--- src/rtl/one_run_counter_8b_pkg.sv ---
// Shared definitions for the one-run counter: FSM state encoding and default widths.
package one_run_counter_pkg;

  localparam int WIDTH_DEF     = 8;
  localparam int DIV_WIDTH_DEF = 30;

  typedef enum logic {
    IDLE  = 1'b0,
    COUNT = 1'b1
  } state_e;

endpackage

--- src/rtl/one_run_counter_8b_if.sv ---
// Control/status bundle of the one-run counter: divider period, run limit, trigger and results.
interface one_run_counter_8b_if
  import one_run_counter_pkg::*;
#(
  parameter int WIDTH     = WIDTH_DEF,
  parameter int DIV_WIDTH = DIV_WIDTH_DEF
) ();

  logic [DIV_WIDTH-1:0] period;
  logic [WIDTH-1:0]     limit;
  logic                 run;
  logic                 clk_out;
  logic [WIDTH-1:0]     out;
  logic                 carry;

  modport master (
    output period,
    output limit,
    output run,
    input  clk_out,
    input  out,
    input  carry
  );

  modport slave (
    input  period,
    input  limit,
    input  run,
    output clk_out,
    output out,
    output carry
  );

endinterface

--- src/rtl/one_run_counter_8b_freq_divider.sv ---
// Programmable divider: clk_out toggles every max(period,1) qzt_clk cycles (50% duty).
module freq_divider
  import one_run_counter_pkg::*;
#(
  parameter int DIV_WIDTH = DIV_WIDTH_DEF
) (
  input  logic                 qzt_clk,
  input  logic                 rst,
  input  logic [DIV_WIDTH-1:0] period,
  output logic                 clk_out
);

  localparam logic [DIV_WIDTH-1:0] ONE = DIV_WIDTH'(1);

  logic [DIV_WIDTH-1:0] div_cnt_q, div_cnt_d;
  logic [DIV_WIDTH-1:0] period_eff;
  logic                 clk_out_q, clk_out_d;

  // period is re-read every compare, so a new value applies at the next wrap without a glitch
  always_comb begin
    period_eff = (period == '0) ? ONE : period;
    div_cnt_d  = div_cnt_q + ONE;
    clk_out_d  = clk_out_q;
    if (div_cnt_q >= period_eff - ONE) begin
      div_cnt_d = '0;
      clk_out_d = ~clk_out_q;
    end
  end

  always_ff @(posedge qzt_clk or posedge rst) begin
    if (rst) begin
      div_cnt_q <= '0;
      clk_out_q <= 1'b0;
    end else begin
      div_cnt_q <= div_cnt_d;
      clk_out_q <= clk_out_d;
    end
  end

  assign clk_out = clk_out_q;

endmodule

--- src/rtl/one_run_counter_8b.sv ---
// Single-shot up-counter clocked by divided-clock ticks, restarted by a synchronized run edge.
// Build option CARRY_STICKY_EN: carry holds from completion until the next arm or reset.
module one_run_counter_8b
  import one_run_counter_pkg::*;
#(
  parameter int WIDTH     = WIDTH_DEF,
  parameter int DIV_WIDTH = DIV_WIDTH_DEF
) (
  input  logic                qzt_clk,
  input  logic                rst,
  one_run_counter_8b_if.slave bus
);

  localparam logic [WIDTH-1:0] ONE = WIDTH'(1);

  logic             clk_div;
  logic             clk_div_dly_q;
  logic             run_s1_q, run_s2_q, run_s3_q;
  logic             arm, tick;
  state_e           state_q, state_d;
  logic [WIDTH-1:0] out_q, out_d;
  logic             carry_q, carry_d;

  freq_divider #(.DIV_WIDTH(DIV_WIDTH)) u_div (
    .qzt_clk (qzt_clk),
    .rst     (rst),
    .period  (bus.period),
    .clk_out (clk_div)
  );

  // run_s3_q only serves edge detection on the synchronized trigger
  assign arm  = run_s2_q & ~run_s3_q;
  assign tick = clk_div & ~clk_div_dly_q;

  always_comb begin
    state_d = state_q;
    out_d   = out_q;
`ifdef CARRY_STICKY_EN
    carry_d = carry_q;
`else
    carry_d = 1'b0;
`endif
    case (state_q)
      IDLE: begin
        if (arm) begin
          out_d   = '0;
          carry_d = 1'b0;
          state_d = COUNT;
        end
      end
      COUNT: begin
        if (arm) begin
          out_d   = '0;
          carry_d = 1'b0;
        end else if (out_q == bus.limit) begin
          carry_d = 1'b1;
          state_d = IDLE;
        end else if (tick) begin
          out_d = out_q + ONE;
        end
      end
      default: state_d = IDLE;
    endcase
  end

  always_ff @(posedge qzt_clk or posedge rst) begin
    if (rst) begin
      run_s1_q      <= 1'b0;
      run_s2_q      <= 1'b0;
      run_s3_q      <= 1'b0;
      clk_div_dly_q <= 1'b0;
      state_q       <= IDLE;
      out_q         <= '0;
      carry_q       <= 1'b0;
    end else begin
      run_s1_q      <= bus.run;
      run_s2_q      <= run_s1_q;
      run_s3_q      <= run_s2_q;
      clk_div_dly_q <= clk_div;
      state_q       <= state_d;
      out_q         <= out_d;
      carry_q       <= carry_d;
    end
  end

  assign bus.clk_out = clk_div;
  assign bus.out     = out_q;
  assign bus.carry   = carry_q;

endmodule

--- src/flat_wrapper.sv ---
// flat-port wrapper written by rule: the top's interface ports become plain ports
module one_run_counter_8b_flat import one_run_counter_pkg::*;
#(
  parameter int WIDTH     = WIDTH_DEF,
  parameter int DIV_WIDTH = DIV_WIDTH_DEF
)
  (qzt_clk, rst, bus_period, bus_limit, bus_run, bus_clk_out, bus_out, bus_carry);
  one_run_counter_8b_if #(.WIDTH(WIDTH), .DIV_WIDTH(DIV_WIDTH)) bus_i ();
  input  logic qzt_clk;
  input  logic rst;
  input wire logic [$bits(bus_i.period)-1:0] bus_period;
  input wire logic [$bits(bus_i.limit)-1:0] bus_limit;
  input wire logic [$bits(bus_i.run)-1:0] bus_run;
  output wire logic [$bits(bus_i.clk_out)-1:0] bus_clk_out;
  output wire logic [$bits(bus_i.out)-1:0] bus_out;
  output wire logic [$bits(bus_i.carry)-1:0] bus_carry;
  assign bus_i.period = bus_period;
  assign bus_i.limit = bus_limit;
  assign bus_i.run = bus_run;
  assign bus_clk_out = bus_i.clk_out;
  assign bus_out = bus_i.out;
  assign bus_carry = bus_i.carry;
  one_run_counter_8b #(.WIDTH(WIDTH), .DIV_WIDTH(DIV_WIDTH)) u_core (.qzt_clk(qzt_clk), .rst(rst), .bus(bus_i));
endmodule
--- config.mk ---
export PLATFORM = sky130hd
export DESIGN_NAME = one_run_counter_8b_flat
export DESIGN_NICKNAME = d
export VERILOG_FILES = /design/src/rtl/one_run_counter_8b_pkg.sv /design/src/rtl/one_run_counter_8b_if.sv /design/src/rtl/one_run_counter_8b_freq_divider.sv /design/src/rtl/one_run_counter_8b.sv /design/src/flat_wrapper.sv
export SDC_FILE = /design/constraint.sdc
export NUM_CORES = 1
export LEC_CHECK = 0
export CORE_UTILIZATION = 40
export CTS_CLUSTER_DIAMETER = 40
export DETAILED_ROUTE_END_ITERATION = 6
export SYNTH_ARGS = -nofsm -noshare
export SYNTH_HDL_FRONTEND = slang
export SYNTH_SLANG_ARGS = --single-unit
--- constraint.sdc ---
create_clock -name qzt_clk -period 6.3 [get_ports qzt_clk]
set_input_delay 1.26 -clock qzt_clk [delete_from_list [all_inputs] [get_ports qzt_clk]]
set_output_delay 1.26 -clock qzt_clk [all_outputs]
set_load 0.01 [all_outputs]
==> results of run 1 <==
-- report_power, final --
group / internal (mW) / switching [mW] / total [mW]
sequential: 0.344 / 0.0807 / 0.425
clock: 0.0868 / 0.0968 / 0.184
combinational: 0.145 / 0.144 / 0.289
-- synth_stat cells, drive strengths merged, types with 2 or more instances --
master / number / share of area [%]
nor2: 63 / 7.2
dfrtp: 45 / 34
ha: 33 / 12
xor2: 33 / 8.7
xnor2: 31 / 8.2
nand2: 28 / 3.2
nand3: 22 / 3.3
a21oi: 12 / 1.8
inv: 12 / 1.4
o21ai: 12 / 2.2
nor4: 11 / 2.1
nand4: 9 / 1.7
nor3: 8 / 1.2
and3: 6 / 1.1
nor2b: 5 / 0.95
and4: 4 / 1.1
nand2b: 4 / 0.76
o31ai: 4 / 0.91
or4: 4 / 1.0
a21o: 3 / 0.68
clkbuf: 3 / 0.34
nand3b: 3 / 0.68
or3: 3 / 0.76
a211oi: 2 / 0.45
o221ai: 2 / 0.53
-- logic make-up after synthesis --
logic type / count (synthesis) / share of synthesized area (%)
simple gates: 174 / 26.1
xor+xnor: 64 / 17.0
flops: 45 / 34.1
compound gates: 40 / 8.29
fa+ha+maj: 33 / 12.5
buf+inv: 15 / 1.70
mux: 1 / 0.341
-- layer usage --
metal / up-vias / GRT usage (%) / wire length, um
met5: - / 0 / 0
met4: 0 / 5.13 / 114
met3: 9 / 3.45 / 228
met2: 45 / 32.4 / 3550
met1: 1309 / 23.9 / 3550
li1: 1421 / - / -
-- per-stage QoR --
stage                     utilization, %  std cells  hold WS [ps]
after floorplan                        -        372           331
after global placement              50.3        524           339
after detailed placement            50.3        524           335
after CTS                           51.5        531           353
after global routing                51.5        531           361
final                               51.5        531           351
-- flip-flops by register name, indices dropped and copies added (netlist names) --
name                    count
u_core.u_div.div_cnt_q     30
u_core.bus.out              8
u_core.bus.carry            1
u_core.clk_div_dly_q        1
u_core.run_s1_q             1
u_core.run_s2_q             1
u_core.run_s3_q             1
u_core.state_q              1
u_core.u_div.clk_out        1
-- worst max path at each step --
stage,end,from,cells after the start,slack [ps]
after floorplan,u_core.u_div.clk_out$_DFFE_PP0P_,bus_period[17],19,940
after global placement,u_core.u_div.clk_out$_DFFE_PP0P_,bus_period[17],20,210
after detailed placement,u_core.u_div.clk_out$_DFFE_PP0P_,bus_period[17],20,110
after CTS,u_core.u_div.clk_out$_DFFE_PP0P_,bus_period[17],20,440
after global routing,u_core.u_div.clk_out$_DFFE_PP0P_,bus_period[17],20,40
final,u_core.u_div.clk_out$_DFFE_PP0P_,bus_period[17],20,440
-- layout make-up --
type / instances / area (sq um)
Tap cell: 102 / 128
Inverter: 12 / 45.0
Clock buffer: 6 / 82.6
Fill cell: 778 / 3810
Multi-Input combinational cell: 312 / 2130
Clock inverter: 1 / 7.51
Timing Repair Buffer: 53 / 523
Sequential cell: 45 / 1130
-- layout by cell type, fill, tap and decap left out, types with 4 or more instances in the layout --
master,synthesis,routed
sky130_fd_sc_hd__o21ai_0,11,11
sky130_fd_sc_hd__nand3_1,22,22
sky130_fd_sc_hd__xnor2_1,31,31
sky130_fd_sc_hd__and4_1,4,4
sky130_fd_sc_hd__a21oi_1,12,12
sky130_fd_sc_hd__o31ai_1,4,4
sky130_fd_sc_hd__clkdlybuf4s50_1,0,50
sky130_fd_sc_hd__nand2b_1,4,4
sky130_fd_sc_hd__ha_1,33,33
sky130_fd_sc_hd__clkbuf_8,0,6
sky130_fd_sc_hd__nand4_1,9,9
sky130_fd_sc_hd__inv_1,12,11
sky130_fd_sc_hd__nor3_1,8,8
sky130_fd_sc_hd__nor4_1,11,11
sky130_fd_sc_hd__nor2b_1,5,5
sky130_fd_sc_hd__and3_1,6,6
sky130_fd_sc_hd__xor2_1,33,33
sky130_fd_sc_hd__dfrtp_1,45,45
sky130_fd_sc_hd__nand2_1,28,28
sky130_fd_sc_hd__nor2_1,63,63
==> flow_summary.json, run 1 <==
{
  "cts.sink_count": 45,
  "detailroute.via_count": 2784,
  "global_route.overflow_total": 0,
  "synth_edf_count": 0,
  "via_count_of_the_first_global_routing_pass": 2716,
  "hp-class": "reg2reg",
  "max_cap_viol_count": 0,
  "die_ar_sq_um": 8630,
  "syn_nets": 446,
  "ir_drop_v": 0.000121,
  "detailed_place_hpwl_um": 5890,
  "chipHeight_um": 92.9,
  "nets_finish": 503,
  "critical_path.top_delay_family": "simple AND/OR/NAND/NOR gates",
  "tritoncts": "built",
  "areaGrowthSynthToFinish_pct": 22.3,
  "io_pins": 51,
  "reg2reg_depth": 7,
  "worst_slew_pin_slew_ps": 779,
  "grt_use_total_pct": 18.8,
  "worst_slew_margin_rel_pct": 47.6,
  "required_ps": 6470,
  "ys_types": 39,
  "path_clk_slew_ps": 80,
  "cts-htree-levels": 2,
  "min_period_over_period_pct": 93.0,
  "outcome": "finished clean",
  "initial_utilization_pct": 42.1,
  "floorplan_die_width_um": 92.9,
  "antenna_diode_count": 0,
  "path_common_cell": "sky130_fd_sc_hd__nor2_1",
  "detailedPlace.worstSlack_ps": 109,
  "postLayoutCellArea_sq_um": 4040,
  "ctsRootBufferMaster": "sky130_fd_sc_hd__clkbuf_8",
  "core_area_sq_um": 7850,
  "async_flop_share_pct": 100,
  "cpPeakStageDelay_ps": 590,
  "timing.final.setup_violations": 0,
  "power_per_cell_area_nw_per_um2": 222,
  "grt_pass1_wl_um": 12900,
  "rsz0062_at_grt": "false",
  "fin_setup_tns_ps": 0,
  "postSynthAreaPerCell_sq_um": 8.88,
  "cts.repair_timing.setup_buffer_count": 0,
  "hold_path_depth": 0,
  "final_count_of_hold_timing_violations": 0,
  "antenna_found_initial": 0,
  "final-max-slew-violation-count": 0,
  "hold_end": "u_core.run_s2_q$_DFF_PP0_",
  "detail_route.iter0.violations": 119,
  "rows": 32,
  "p_total_uw": 897,
  "placed_area_sq_um": 3950,
  "post-route-worst-setup-slack_ps": 442,
  "route.final.wire_length_um": 7440,
  "postSynthCellCount": 372,
  "buffers_plus_inverters_on_the_worst_setup_path": 2,
  "rr_endpoint": "u_core.u_div.div_cnt_q[26]$_DFF_PP0_",
  "timing.critical_path.slowest_stage_cell": "sky130_fd_sc_hd__or4_4",
  "io_buffer_count": 50,
  "synth.yosys.seq_area_share_pct": 34.1,
  "achievable-frequency_mhz": 171,
  "finalCriticalPeriod_ps": 5860,
  "wl_per_cell_um": 14.0,
  "ant_nets": 0,
  "timing.critical_path.from_type": "input port",
  "detailedRoute.firstPassIterationCount": 6,
  "cts_made_buffers": 5,
  "residual_drc": 0,
  "finalWeightedCongestion": 0.832,
  "static-leakage-power_nw": 1.68,
  "critical_path.reg2reg.startpoint": "u_core.u_div.div_cnt_q[0]$_DFF_PP0_",
  "cts_hold_buffers": 0,
  "wp_data_arrival_ps": 6030,
  "min-delay-start": "u_core.run_s1_q$_DFF_PP0_",
  "timing_worst_setup_path_type": "in2reg",
  "worst_setup_path_end_kind": "register",
  "post_synth_instance_area_sq_um": 3300,
  "skew_ps": 9.37,
  "crit_path_max_fanout": 31,
  "yosys_register_bits": 45,
  "layout_cell_share_with_drive_strength_beyond_1_pct": 4.43,
  "r2r_slack_ps": 3850,
  "later_pin_clock_latency_in_the_skew_report_ps": 300,
  "synth.yosys.warnings": 0,
  "synth-main-ff-cell": "sky130_fd_sc_hd__dfrtp_1",
  "pin_count_of_the_biggest_net_entering_global_routing": 46,
  "clockBufferDepth": 2,
  "cts.repair.resized": 0,
  "detail_route.vias_per_cell": 5.24,
  "cell_chain_of_the_critical_path": "clkdlybuf4s50_1, or4_4, or4b_4, or3_4, nor2_1, nor2_1, ha_1, nand2b_1, nor4_1, nand2_1, nor2_1, nand3_1, xor2_1, ha_1, and3_1, a2111oi_0, o221a_2, o221ai_2, buf_4, xor2_1"
}
Note: power is estimated with default switching activity, not from simulation.
==> inputs of run 2 (changes only) <==
- CORE_UTILIZATION: 40 -> 55
- PLACE_DENSITY: unset -> 0.81
==> run 2 against run 1 <==
Effect of this change:
- sequential share of layout area rose by 0.29 points
- non-clock buffer count did not move
- first-iteration DRC count increased by 33%
- setup slack improved by 27 ps
- combinational power grew 3%
- critical path type unchanged
- via count grew 3.3%
==> flow_summary.json, run 2 (synthesis gave the netlist of run 1 again) <==
{
  "layout_common_cells": "sky130_fd_sc_hd__nor2_1 (63), sky130_fd_sc_hd__clkdlybuf4s50_1 (50), sky130_fd_sc_hd__dfrtp_1 (45)",
  "skew_ps": 4.85,
  "timing.critical_path.from": "bus_period[17]",
  "finalCriticalPeriod_ps": 5830,
  "detailroute.via_count": 2876,
  "crit_path_max_fanout": 19,
  "final_count_of_hold_timing_violations": 0,
  "core_area_sq_um": 5640,
  "max_cap_viol_count": 0,
  "io_buffer_count": 50,
  "achievable-frequency_mhz": 171,
  "worst_setup_path_end_kind": "register",
  "path_clk_slew_ps": 70,
  "residual_drc": 0,
  "critical_path.reg2reg.startpoint": "u_core.u_div.div_cnt_q[0]$_DFF_PP0_",
  "critical_path.endpoint": "u_core.u_div.div_cnt_q[10]$_DFF_PP0_",
  "dr.max_layer_used": "met4",
  "final_core_utilization_pct": 70.9,
  "timing.final.setup_violations": 0,
  "areaGrowthSynthToFinish_pct": 21.0,
  "commonest_non_fill_non_tap_cell_in_the_layout": "sky130_fd_sc_hd__nor2_1",
  "cts-htree-levels": 2,
  "outcome": "finished clean",
  "initial_utilization_pct": 58.6,
  "worst_slew_pin_slew_ps": 902,
  "detailedRoute.firstPassIterationCount": 4,
  "min_period_over_period_pct": 92.6,
  "timing.critical_path.from_type": "input port",
  "post-route-worst-setup-slack_ps": 469,
  "detail_route.wirelength.met1_um": 3290,
  "nFillCells": 453,
  "static-leakage-power_nw": 1.68,
  "wl_per_cell_um": 14.4,
  "total_switching_power_uw": 317,
  "cts_hold_buffers": 0,
  "rr_endpoint": "u_core.u_div.div_cnt_q[26]$_DFF_PP0_",
  "antenna_diode_count": 0,
  "detail_route.iter0.violations": 158,
  "rows": 27,
  "largest_register_ff_count": 30,
  "cts.repair.resized": 0,
  "io_pins": 51,
  "grt_use_total_pct": 24.4,
  "global_route.overflow_total": 0,
  "floorplan_die_width_um": 79.5,
  "hold_path_depth": 0,
  "timing_worst_setup_path_type": "in2reg",
  "cellInternalPower_uw": 580,
  "clockBufferDepth": 2,
  "route.final.wire_length_um": 7220,
  "power.switching_fraction_pct": 35.4,
  "later_pin_clock_latency_in_the_skew_report_ps": 290,
  "antenna_found_initial": 0,
  "required_ps": 6510,
  "wp_data_arrival_ps": 6050,
  "nets_finish": 503,
  "comb_power_share_pct": 33.3,
  "cts.repair_timing.setup_buffer_count": 0,
  "chipHeight_um": 79.5,
  "grt_pass1_wl_um": 12200,
  "largest_register": "u_core.u_div.div_cnt_q",
  "met3_length_um": 224,
  "worst_slew_margin_rel_pct": 39.3,
  "ant_nets": 0,
  "r2r_slack_ps": 3920,
  "layout_cell_share_with_drive_strength_beyond_1_pct": 4.20,
  "cts.sink_count": 45,
  "met2RoutedLength_um": 3570,
  "die_ar_sq_um": 6320,
  "rsz0062_at_grt": "false",
  "final-max-slew-violation-count": 0,
  "tritoncts": "built",
  "via_count_of_the_first_global_routing_pass": 2805,
  "detail_route.vias_per_cell": 5.74,
  "power_per_cell_area_nw_per_um2": 224,
  "multi_input_area_sq_um": 2130,
  "hp-class": "reg2reg",
  "ir_drop_v": 0.000184,
  "register_share_of_total_power_pct": 47.4,
  "detailedPlace.worstSlack_ps": 204,
  "p_total_uw": 897,
  "cts_made_buffers": 5,
  "p_clk_share_pct": 19.3,
  "timing.hold.ws_ps": 361,
  "final-seq-area_sq_um": 1130,
  "fin_setup_tns_ps": 0,
  "pin_count_of_the_biggest_net_entering_global_routing": 46,
  "finalWeightedCongestion": 0.845,
  "detailed_place_hpwl_um": 5720,
  "reg2reg_depth": 7,
  "ctsRootBufferMaster": "sky130_fd_sc_hd__clkbuf_8"
}
[run 2: cell types whose count changed in the layout (fill, tap and decap cells not counted)]
cell / change
sky130_fd_sc_hd__clkbuf_1: +1
sky130_fd_sc_hd__clkinvlp_4: -1
[run 2: power by group through the flow]
stage          Clock [mW]  Combinational [mW]  Sequential [mW]
6_report            0.173               0.299            0.425
3_3_place_gp            0               0.279            0.428
3_5_place_dp            0               0.299            0.430
5_1_grt             0.187               0.338            0.433
4_1_cts             0.177               0.301            0.425
2_1_floorplan           0               0.188            0.410
[run 2: final cells by class]
type,count,area share [%]
multi-input combinational,312,53.2
sequential,45,28.2
clock buffer,7,2.16
timing repair buffer,53,13.1
inverter,12,1.13
tap,72,2.25
[run 2: worst min path at each step]
stage | from | to | slack (ps)
final | u_core.run_s1_q$_DFF_PP0_ | u_core.run_s2_q$_DFF_PP0_ | 360
after global routing | u_core.run_s1_q$_DFF_PP0_ | u_core.run_s2_q$_DFF_PP0_ | 380
after CTS | u_core.run_s1_q$_DFF_PP0_ | u_core.run_s2_q$_DFF_PP0_ | 360
after detailed placement | u_core.run_s1_q$_DFF_PP0_ | u_core.run_s2_q$_DFF_PP0_ | 340
after global placement | u_core.run_s1_q$_DFF_PP0_ | u_core.run_s2_q$_DFF_PP0_ | 340
after floorplan | u_core.run_s1_q$_DFF_PP0_ | u_core.run_s2_q$_DFF_PP0_ | 330
[run 2: through the flow]
step / area (sq um) / std cells
floorplan: 3300 / 372
global placement: 3910 / 494
detailed placement: 3910 / 494
CTS: 4000 / 501
global route: 4000 / 501
finish: 4000 / 501
[run 2: layer usage]
metal  up-vias  track usage, %
li1       1426               -
met1      1376            31.3
met2        57            41.6
met3        17            4.23
met4         0            7.82
met5         -               0
[run 2: worst max-delay path, cell delays in order]
cell and delay [ps]:
sky130_fd_sc_hd__clkdlybuf4s50_1 490, sky130_fd_sc_hd__or4_4 600, sky130_fd_sc_hd__or4b_4 530, sky130_fd_sc_hd__or3_4 460, sky130_fd_sc_hd__nor2_1 110, sky130_fd_sc_hd__nor2_1 60
sky130_fd_sc_hd__ha_1 200, sky130_fd_sc_hd__nand2b_1 100, sky130_fd_sc_hd__nor4_1 110, sky130_fd_sc_hd__nand2_1 170, sky130_fd_sc_hd__nor2_1 110, sky130_fd_sc_hd__nand3_1 110
sky130_fd_sc_hd__xor2_1 160, sky130_fd_sc_hd__ha_1 250, sky130_fd_sc_hd__and3_1 200, sky130_fd_sc_hd__a2111oi_0 370, sky130_fd_sc_hd__o221a_2 270, sky130_fd_sc_hd__o221ai_2 110
sky130_fd_sc_hd__buf_4 230, sky130_fd_sc_hd__nor2_1 130
==> inputs of run 3 (changes only) <==
- CORE_UTILIZATION: 55 -> 59
- PLACE_DENSITY: 0.81 -> 0.86
==> run 3 against run 2 <==
Effect of this change:
- die area fell by 6.6%
- design area increased by 1.1%
- sequential share of layout area decreased by 0.30 points
- clock skew down 1.1 ps
- combinational power is 1% higher
- setup slack worse by 35 ps
- clock power rose by 5%
- hold slack got worse by 7.8 ps
- register-to-register slack got worse by 120 ps
- non-clock buffer count up 3
- critical path type unchanged
- critical endpoint unchanged
- largest power group unchanged
==> flow_summary.json, run 3 (synthesis gave the netlist of run 1 again) <==
{
  "final_core_utilization_pct": 77.2,
  "achievable-frequency_mhz": 170,
  "worst_slew_margin_rel_pct": 48.6,
  "use_met2_pct": 43.2,
  "grt_pass1_wl_um": 12400,
  "rows": 26,
  "timing_worst_setup_path_type": "in2reg",
  "layout_cell_share_with_drive_strength_beyond_1_pct": 5.54,
  "die_ar_sq_um": 5900,
  "io_pins": 51,
  "timing.critical_path.from_type": "input port",
  "required_ps": 6520,
  "timing.critical_path.slowest_stage_cell": "sky130_fd_sc_hd__or4_4",
  "grt_use_total_pct": 26.2,
  "finalWeightedCongestion": 0.890,
  "comb_power_share_pct": 33.4,
  "nets_finish": 506,
  "wl_per_cell_um": 14.8,
  "antenna_found_initial": 0,
  "global_route.overflow_total": 0,
  "tritoncts": "built",
  "detailroute.via_count": 2915,
  "detailed_place_hpwl_um": 5730,
  "postLayoutCellArea_sq_um": 4040,
  "chipHeight_um": 76.8,
  "antenna_diode_count": 0,
  "layoutNonFillerInstCount": 503,
  "route.final.wire_length_um": 7450,
  "p_clk_share_pct": 20.0,
  "finalCriticalPeriod_ps": 5870,
  "max_cap_viol_count": 0,
  "p_total_uw": 908,
  "crit_path_max_fanout": 13,
  "path_common_cell": "sky130_fd_sc_hd__nor2_1",
  "worst_setup_path_end_kind": "register",
  "fin_setup_tns_ps": 0,
  "detail_route.iter0.violations": 196,
  "wp_data_arrival_ps": 6080,
  "cell_chain_of_the_critical_path": "clkdlybuf4s50_1, or4_4, or4b_4, or3_4, nor2_1, nor2_1, ha_1, nand2b_1, nor4_2, nand2_1, nor2_1, nand3_1, xor2_1, ha_1, and3_1, a2111oi_0, o221a_2, o221ai_2, buf_4, nor2_1",
  "largest_register": "u_core.u_div.div_cnt_q",
  "power_per_cell_area_nw_per_um2": 225,
  "grt.met3_usage_pct": 4.64,
  "cts.repair_timing.setup_buffer_count": 0,
  "skew_ps": 3.71,
  "via_count_of_the_first_global_routing_pass": 2791,
  "detail_route.vias_per_cell": 5.80,
  "top_usage_layer": "met2",
  "globalRouteMet1Util_pct": 34.3,
  "areaGrowthSynthToFinish_pct": 22.3,
  "static-leakage-power_nw": 1.71,
  "placed_area_sq_um": 3950,
  "cts-htree-levels": 2,
  "ir_drop_v": 0.000232,
  "timing.final.setup_violations": 0,
  "number_of_placed_instances_taps_included": 495,
  "final_count_of_hold_timing_violations": 0,
  "commonest_non_fill_non_tap_cell_in_the_layout": "sky130_fd_sc_hd__nor2_1",
  "final-max-slew-violation-count": 0,
  "residual_drc": 0,
  "floorplan_die_width_um": 76.8,
  "total_switching_power_uw": 335,
  "cellInternalPower_uw": 574,
  "later_pin_clock_latency_in_the_skew_report_ps": 300,
  "path_clk_slew_ps": 90,
  "pin_count_of_the_biggest_net_entering_global_routing": 46,
  "rsz0062_at_grt": "false",
  "io_buffer_count": 50,
  "largest_register_ff_count": 30,
  "power.switching_fraction_pct": 36.9,
  "initial_utilization_pct": 63.1,
  "cts.sink_count": 45,
  "cpPeakStageDelay_ps": 560,
  "worst_slew_pin_slew_ps": 765,
  "hp-class": "reg2reg",
  "min_period_over_period_pct": 93.1,
  "layout_common_cells": "sky130_fd_sc_hd__nor2_1 (63), sky130_fd_sc_hd__clkdlybuf4s50_1 (50), sky130_fd_sc_hd__dfrtp_1 (45)",
  "detailedRoute.firstPassIterationCount": 5,
  "ant_nets": 0,
  "clockBufferDepth": 2,
  "core_area_sq_um": 5240,
  "ctsRootBufferMaster": "sky130_fd_sc_hd__clkbuf_8",
  "cts_made_buffers": 5,
  "register_share_of_total_power_pct": 46.6,
  "outcome": "finished clean"
}
run 3: layout make-up:
cell class | count | area [sq um]
repair buffers | 56 | 558
well taps | 70 | 87.6
inverters | 12 | 45.0
clock inverters | 3 | 21.3
fillers | 373 | 1200
clock buffers | 5 | 68.8
multi-input cells | 312 | 2130
flip-flops and latches | 45 | 1130
run 3: per-layer routing:
| layer | vias up | part of all wire, % |
|---|---|---|
| met2 | 88 | 46 |
| met5 | - | 0 |
| met3 | 14 | 5.7 |
| met1 | 1381 | 46 |
| met4 | 0 | 1.6 |
| li1 | 1432 | - |
run 3: timing repair:
action                                  4_1_cts  5_1_grt
gates resized for setup                       0        1
endpoints found under the setup margin        0        1
hold buffers                                  0        0
endpoints found under the hold margin         0        0
run 3: worst paths after layout:
kind | end | cells after the start | from | slack [ps]
min in group asynchronous | u_core.u_div.clk_out$_DFFE_PP0P_ | 3 | rst | 1400
worst min-delay path | u_core.run_s2_q$_DFF_PP0_ | 0 | u_core.run_s1_q$_DFF_PP0_ | 350
max in group asynchronous | u_core.u_div.div_cnt_q[24]$_DFF_PP0_ | 3 | rst | 4530
worst max-delay path | u_core.u_div.div_cnt_q[10]$_DFF_PP0_ | 20 | bus_period[19] | 430
worst max register to register | u_core.u_div.div_cnt_q[10]$_DFF_PP0_ | 8 | u_core.u_div.div_cnt_q[25]$_DFF_PP0_ | 3800
worst min register to register | u_core.run_s2_q$_DFF_PP0_ | 0 | u_core.run_s1_q$_DFF_PP0_ | 350
run 3: critical path, delay by kind of cell:
| family | cells | cell delay, ps |
|---|---|---|
| xor+xnor | 1 | 150 |
| fa+ha+maj | 2 | 450 |
| buf+inv | 2 | 740 |
| simple gates | 12 | 2550 |
| compound gates | 3 | 930 |
run 3: metrics by stage:
| stage | hold slack, ps | worst slack, ps |
|---|---|---|
| 2_1_floorplan | 331 | 944 |
| 3_3_place_gp | 332 | 320 |
| 3_5_place_dp | 335 | 207 |
| 4_1_cts | 354 | 471 |
| 5_1_grt | 367 | 225 |
| 6_report | 353 | 434 |
run 3: power groups by stage:
stage          Clock, mW  Combinational [mW]  Sequential [mW]
2_1_floorplan          0               0.188            0.410
3_3_place_gp           0               0.285            0.422
3_5_place_dp           0               0.299            0.427
4_1_cts            0.186               0.303            0.422
5_1_grt            0.196               0.343            0.433
6_report           0.182               0.303            0.423
